==> src/rtl/sound_note_sequencer_if.sv <==
// Bus between the CPU-side note queue controls / tone generator side and the note sequencer.
interface sound_note_sequencer_if;
    logic [25:0] note_max_count;
    logic [15:0] note_duration_ms;
    logic        note_push;
    logic        stop;
    logic [25:0] max_count;
    logic        latch_max_count;
    logic        fifo_full;
    logic        fifo_empty;
    logic        push_dropped;
    logic        playing;
    logic        note_done;

    modport master (
        output note_max_count, note_duration_ms, note_push, stop,
        input  max_count, latch_max_count, fifo_full, fifo_empty, push_dropped, playing, note_done
    );

    modport slave (
        input  note_max_count, note_duration_ms, note_push, stop,
        output max_count, latch_max_count, fifo_full, fifo_empty, push_dropped, playing, note_done
    );
endinterface

==> src/rtl/sound_note_sequencer.sv <==
// Plays queued {max_count, duration_ms} notes back-to-back into the buzzer tone generator,
// latching silence when the queue drains or on stop.
module sound_note_sequencer #(
    parameter int CLK_HZ     = 50000000,
    parameter int FIFO_DEPTH = 8
) (
    input  logic                  clk,
    input  logic                  rst_async,
    sound_note_sequencer_if.slave bus
);
    localparam int T  = CLK_HZ / 1000;
    localparam int PW = (T > 1) ? $clog2(T) : 1;
    localparam int AW = $clog2(FIFO_DEPTH);
    localparam int CW = AW + 1;
    localparam logic [PW-1:0] PRESC_MAX = PW'(T - 1);

    typedef struct packed {
        logic [25:0] max_count;
        logic [15:0] duration_ms;
    } note_t;

    typedef enum logic [1:0] {IDLE, LOAD, PLAY, SILENCE} state_t;

    state_t        state_q, state_d;
    note_t         mem [FIFO_DEPTH];
    note_t         head;
    logic [AW-1:0] wr_ptr, rd_ptr;
    logic [CW-1:0] count, count_d;
    logic          full_q, empty_q;
    logic [15:0]   ms_cnt;
    logic [PW-1:0] presc;
    logic [25:0]   max_count_q;
    logic          latch_q, dropped_q;
    logic          pop, push_ok, note_last;

    assign head      = mem[rd_ptr];
    assign note_last = (state_q == PLAY) && (ms_cnt == 16'd1) && (presc == PRESC_MAX);

    always_ff @(posedge clk or posedge rst_async) begin
        if (rst_async) state_q <= IDLE;
        else           state_q <= state_d;
    end

    always_comb begin
        state_d = state_q;
        pop     = 1'b0;
        if (bus.stop) begin
            state_d = IDLE;
        end else begin
            case (state_q)
                IDLE: if (!empty_q) begin
                    pop     = 1'b1;
                    state_d = LOAD;
                end
                LOAD: state_d = PLAY;
                PLAY: if (note_last) begin
                    if (!empty_q) begin
                        pop     = 1'b1;
                        state_d = LOAD;
                    end else begin
                        state_d = SILENCE;
                    end
                end
                SILENCE: state_d = IDLE;
                default: state_d = IDLE;
            endcase
        end
    end

    // A full queue still accepts a push when the head is leaving in the same cycle.
    assign push_ok = bus.note_push && !bus.stop && (!full_q || pop);

    always_comb begin
        count_d = count;
        if (bus.stop)             count_d = '0;
        else if (push_ok && !pop) count_d = count + CW'(1);
        else if (!push_ok && pop) count_d = count - CW'(1);
    end

    always_ff @(posedge clk) begin
        if (push_ok) mem[wr_ptr] <= '{max_count: bus.note_max_count, duration_ms: bus.note_duration_ms};
    end

    always_ff @(posedge clk or posedge rst_async) begin
        if (rst_async) begin
            wr_ptr  <= '0;
            rd_ptr  <= '0;
            count   <= '0;
            full_q  <= 1'b0;
            empty_q <= 1'b1;
        end else begin
            count   <= count_d;
            full_q  <= (count_d == CW'(FIFO_DEPTH));
            empty_q <= (count_d == '0);
            if (bus.stop) begin
                wr_ptr <= '0;
                rd_ptr <= '0;
            end else begin
                if (push_ok) wr_ptr <= wr_ptr + AW'(1);
                if (pop)     rd_ptr <= rd_ptr + AW'(1);
            end
        end
    end

    // Counters are armed on the pop edge so LOAD is already cycle 0 of the note.
    always_ff @(posedge clk or posedge rst_async) begin
        if (rst_async) begin
            max_count_q <= '0;
            latch_q     <= 1'b0;
            dropped_q   <= 1'b0;
            ms_cnt      <= '0;
            presc       <= '0;
        end else begin
            latch_q   <= 1'b0;
            dropped_q <= bus.note_push && !push_ok;
            if (bus.stop) begin
                max_count_q <= '0;
                latch_q     <= 1'b1;
                ms_cnt      <= '0;
                presc       <= '0;
            end else if (pop) begin
                max_count_q <= head.max_count;
                latch_q     <= 1'b1;
                ms_cnt      <= (head.duration_ms == 16'd0) ? 16'd1 : head.duration_ms;
                presc       <= '0;
            end else if (note_last) begin
                max_count_q <= '0;
                latch_q     <= 1'b1;
            end else if (state_q == LOAD || state_q == PLAY) begin
                if (presc == PRESC_MAX) begin
                    presc  <= '0;
                    ms_cnt <= ms_cnt - 16'd1;
                end else begin
                    presc <= presc + PW'(1);
                end
            end
        end
    end

    assign bus.max_count       = max_count_q;
    assign bus.latch_max_count = latch_q;
    assign bus.fifo_full       = full_q;
    assign bus.fifo_empty      = empty_q;
    assign bus.push_dropped    = dropped_q;
    assign bus.playing         = (state_q == LOAD) || (state_q == PLAY);
    assign bus.note_done       = note_last && !bus.stop;
endmodule

==> src/flat_wrapper.sv <==
// flat-port wrapper written by rule: the top's interface ports become plain ports
module sound_note_sequencer_flat 
#(
    parameter int CLK_HZ     = 50000000,
    parameter int FIFO_DEPTH = 8
)
  (clk, rst_async, bus_note_max_count, bus_note_duration_ms, bus_note_push, bus_stop, bus_max_count, bus_latch_max_count, bus_fifo_full, bus_fifo_empty, bus_push_dropped, bus_playing, bus_note_done);
  sound_note_sequencer_if bus_i ();
  input  logic clk;
  input  logic rst_async;
  input wire logic [$bits(bus_i.note_max_count)-1:0] bus_note_max_count;
  input wire logic [$bits(bus_i.note_duration_ms)-1:0] bus_note_duration_ms;
  input wire logic [$bits(bus_i.note_push)-1:0] bus_note_push;
  input wire logic [$bits(bus_i.stop)-1:0] bus_stop;
  output wire logic [$bits(bus_i.max_count)-1:0] bus_max_count;
  output wire logic [$bits(bus_i.latch_max_count)-1:0] bus_latch_max_count;
  output wire logic [$bits(bus_i.fifo_full)-1:0] bus_fifo_full;
  output wire logic [$bits(bus_i.fifo_empty)-1:0] bus_fifo_empty;
  output wire logic [$bits(bus_i.push_dropped)-1:0] bus_push_dropped;
  output wire logic [$bits(bus_i.playing)-1:0] bus_playing;
  output wire logic [$bits(bus_i.note_done)-1:0] bus_note_done;
  assign bus_i.note_max_count = bus_note_max_count;
  assign bus_i.note_duration_ms = bus_note_duration_ms;
  assign bus_i.note_push = bus_note_push;
  assign bus_i.stop = bus_stop;
  assign bus_max_count = bus_i.max_count;
  assign bus_latch_max_count = bus_i.latch_max_count;
  assign bus_fifo_full = bus_i.fifo_full;
  assign bus_fifo_empty = bus_i.fifo_empty;
  assign bus_push_dropped = bus_i.push_dropped;
  assign bus_playing = bus_i.playing;
  assign bus_note_done = bus_i.note_done;
  sound_note_sequencer #(.CLK_HZ(CLK_HZ), .FIFO_DEPTH(FIFO_DEPTH)) u_core (.clk(clk), .rst_async(rst_async), .bus(bus_i));
endmodule
==> config.mk <==
export PLATFORM = sky130hd
export DESIGN_NAME = sound_note_sequencer_flat
export DESIGN_NICKNAME = d
export VERILOG_FILES = /design/src/rtl/sound_note_sequencer_if.sv /design/src/rtl/sound_note_sequencer.sv /design/src/flat_wrapper.sv
export SDC_FILE = /design/constraint.sdc
export NUM_CORES = 1
export LEC_CHECK = 0
export ABC_AREA = 1
export ABC_CLOCK_PERIOD_IN_PS = 9100
export CAP_MARGIN = 20
export CORE_ASPECT_RATIO = 0.75
export CORE_MARGIN = 1
export CORE_UTILIZATION = 60
export CTS_CLUSTER_DIAMETER = 60
export DETAILED_ROUTE_END_ITERATION = 7
export MAX_ROUTING_LAYER = met4
export PLACE_DENSITY_LB_ADDON = 0.08
export SYNTH_ARGS = -nofsm -noshare
export SYNTH_HDL_FRONTEND = slang
export SYNTH_SLANG_ARGS = --single-unit
==> constraint.sdc <==
create_clock -name clk -period 9.1 [get_ports clk]
set_input_delay 1.365 -clock clk [delete_from_list [all_inputs] [get_ports clk]]
set_output_delay 1.365 -clock clk [all_outputs]
set_load 0.02 [all_outputs]
==> impl_results.md <==
- Gpl congestion: 0.920
- Remaining DRCs: 0
- Row count: 53
- First-pass GRT wire length: 61800 µm
- Share of post-route cells with drive strength above 1: 6.55%
- Post-synthesis cell type count: 42
- PD cells: 273 nW/µm²
- Post-synthesis sequential area ratio: 69.7%
- Clock Skew: 16.8 ps
- Seq cells post-synth: 410
- Routed Wire Length: 39300 µm
- Gr ovfl total: 0
- Hold buffer count at cts: 0
- Final ANT Viol Nets: 0
- RSZ-0062 raised after global routing: no
- Status: complete, no violations
- Final max-slew violation count: 0
- Max Clock Freq: 229 MHz
- Final Cycle Share: 48.0%
- Vias per cell: 5.92
- Nets: 1568
- Max_cap viols: 0
- Worst-path clk slew: 60 ps
- IO Pins: 78
- Avg WL per Cell: 20.4 µm
- Ys flop type: edfxtp_1
- Vias post-DR: 11420
- HP Class: flip-flop to flip-flop
- Postcts setup bufs: 0
- Min cycle time layout: 4370 ps
- Critical Path End Type: output port
- Post-synth EDFFs: 336
- Die extent in y: 148 µm
- Syn_area_per_cell: 11.7 µm²
- Initial Utilization: 61.1%
- Pwr Total: 5.32 mW
- WHS: 492 ps
- Vias in the first global route: 10773
- Buffers on Ports: 77
- Overall Global Routing Usage: 28.6%
- Dpl ws: 4470 ps
- Most frequent CP cell: clkdlybuf4s50_1
- 1st-iter DRT viols: 1145
- Crit-path max FO: 18
- Yosys warning count: 0
- P_leak: 7.12 nW
- Final setup violation count: 0
- TritonCTS Sinks: 410
- Mapped cell area: 17100 µm²
- CTS tree: yes
- Drt first pass iters: 5
- Worst setup margin: 4730 ps
- Critical Path, Cell by Cell: clkdlybuf4s50_1 > buf_4 > nor4_1 > clkdlybuf4s50_1
- Area grow syn2layout: 13.7%
- Worst path max stage delay: 670 ps
- Fillers: 2019
- Endpoints failing hold: 0
- FFs w/ async S/R, synth: 18.0%
- Largest net degree at the start of global routing: 95
- Crit path DAT: 3000 ps
- Final TNS setup: 0 ps
- VDD IR max: 200 µV
- CP required: 7740 ps
- # diodes: 0
- Syn nets: 1515
- Total CTS buffers: 39
- DIE WIDTH: 197 µm
- Crit path kind: primary input to output port
- Syn Inst Count: 1460
- Worst-skew pair later-pin latency: 540 ps
- Root Buffer: clkbuf_16
- Initial antenna violation count: 0
- Die ar.: 29300 µm²
- Headroom to the max-slew limit: 33.7%
- Slew @ Worst Pin: 995 ps
- Clock buffer depth: 3
- CP startpoint kind: primary input
- Post-DP HPWL: 22600 µm
- Core Footprint: 28100 µm²
- CTS H-Tree Depth: 2
- Cells resized by post-CTS repair: 0
- Slowest-stage cell, CP: clkdlybuf4s50_1
[cell usage after synthesis, types with 8 or more instances]
cell | instances | area (µm²)
xor2_1 | 16 | 140
buf_1 | 8 | 30.0
dfrtp_1 | 73 | 1830
o22ai_1 | 18 | 113
clkbuf_1 | 49 | 184
nand4_1 | 12 | 75.1
o21ai_0 | 98 | 490
nand2_1 | 339 | 1270
ha_1 | 9 | 113
nand3_1 | 28 | 140
o211ai_1 | 8 | 60.1
nor3_1 | 12 | 60.1
inv_1 | 59 | 221
nor2_1 | 149 | 559
buf_2 | 23 | 115
a21oi_1 | 96 | 480
a32o_1 | 78 | 781
edfxtp_1 | 336 | 10100
[area by class of cell]
cell class | instances | area, µm² | area share (%)
Multi-Input combinational cell | 903 | 4660 | 23.9
Clock inverter | 17 | 171 | 0.880
Clock buffer | 54 | 1050 | 5.41
Sequential cell | 410 | 11900 | 61.3
Inverter | 64 | 246 | 1.26
Timing Repair Buffer | 95 | 926 | 4.75
Tap cell | 385 | 482 | 2.47
[metal layers]
metal | vias up | track usage [%] | routed length [µm]
met5 | - | - | 0
met4 | 0 | 6.16 | 509
met3 | 47 | 5.94 | 3370
met2 | 427 | 39.6 | 17100
met1 | 5615 | 43.7 | 18300
li1 | 5331 | - | -
[registers in the layout (all words and copies together), names as in the netlist]
register / cells
u_core.mem: 336
u_core.bus.max_count: 26
u_core.ms_cnt: 16
u_core.presc: 16
u_core.count: 4
u_core.rd_ptr: 3
u_core.wr_ptr: 3
u_core.state_q: 2
u_core.bus.fifo_empty: 1
u_core.bus.fifo_full: 1
u_core.bus.latch_max_count: 1
u_core.bus.push_dropped: 1
[cells by family after synthesis]
group                    after synthesis  share of synthesized area [%]
flip-flops                           410                           69.7
adder cells (fa/ha/maj)                9                          0.657
buffers and inverters                147                           3.52
XOR/XNOR                              18                          0.920
AO/OA/AOI/OAI                        316                           12.0
AND/OR/NAND/NOR                      560                           13.3
[cells in the final DEF, fill, tap and decap left out, types with 4 or more instances in the layout]
cell | Yosys | layout
xor2_1 | 16 | 16
nor2_1 | 149 | 140
o22ai_1 | 18 | 18
buf_4 | 0 | 17
inv_2 | 4 | 4
dfrtp_1 | 73 | 71
edfxtp_1 | 336 | 336
o211ai_1 | 8 | 8
clkbuf_1 | 49 | 14
clkbuf_16 | 0 | 40
inv_1 | 59 | 56
clkdlybuf4s50_1 | 0 | 77
nor4_1 | 5 | 5
a32o_1 | 78 | 78
a21oi_1 | 96 | 96
o21ai_0 | 98 | 98
o21ai_1 | 7 | 7
nand2_1 | 339 | 339
nor3_1 | 12 | 12
nor2_2 | 3 | 4
clkinv_1 | 1 | 9
ha_1 | 9 | 9
nand4_1 | 12 | 12
nor2_4 | 1 | 9
nand3_1 | 28 | 28
[worst max-delay path: cells and delay by family]
family,cells,cell delay [ps]
buf+inv,3,1280
simple gates,1,360
[per-stage QoR]
stage / instance area [µm²] / utilization, % / instances
finish: 19500 / 69.5 / 1928
global route: 19500 / 69.5 / 1928
CTS: 19500 / 69.4 / 1927
detailed placement: 18200 / 65.0 / 1856
global placement: 18200 / 65.0 / 1856
floorplan: 17100 / - / 1460
[report_power, final]
part,internal (mW),switching [mW]
Clock,0.900,0.675
Sequential,2.16,0.141
Combinational,0.510,0.936
[final timing paths]
check | slack (ps) | startpoint | cells after the start | endpoint
max | 4730 | bus_stop | 4 | bus_note_done
min | 490 | u_core.state_q[0] | 2 | u_core.state_q[0]
max reg2reg | 5320 | u_core.state_q[0] | 14 | u_core.ms_cnt[3]
min reg2reg | 490 | u_core.state_q[0] | 2 | u_core.state_q[0]
max in group asynchronous | 7210 | rst_async | 4 | u_core.bus.fifo_empty
min in group asynchronous | 1250 | rst_async | 3 | u_core.bus.max_count[1]
(Power assumes the default switching activity.)
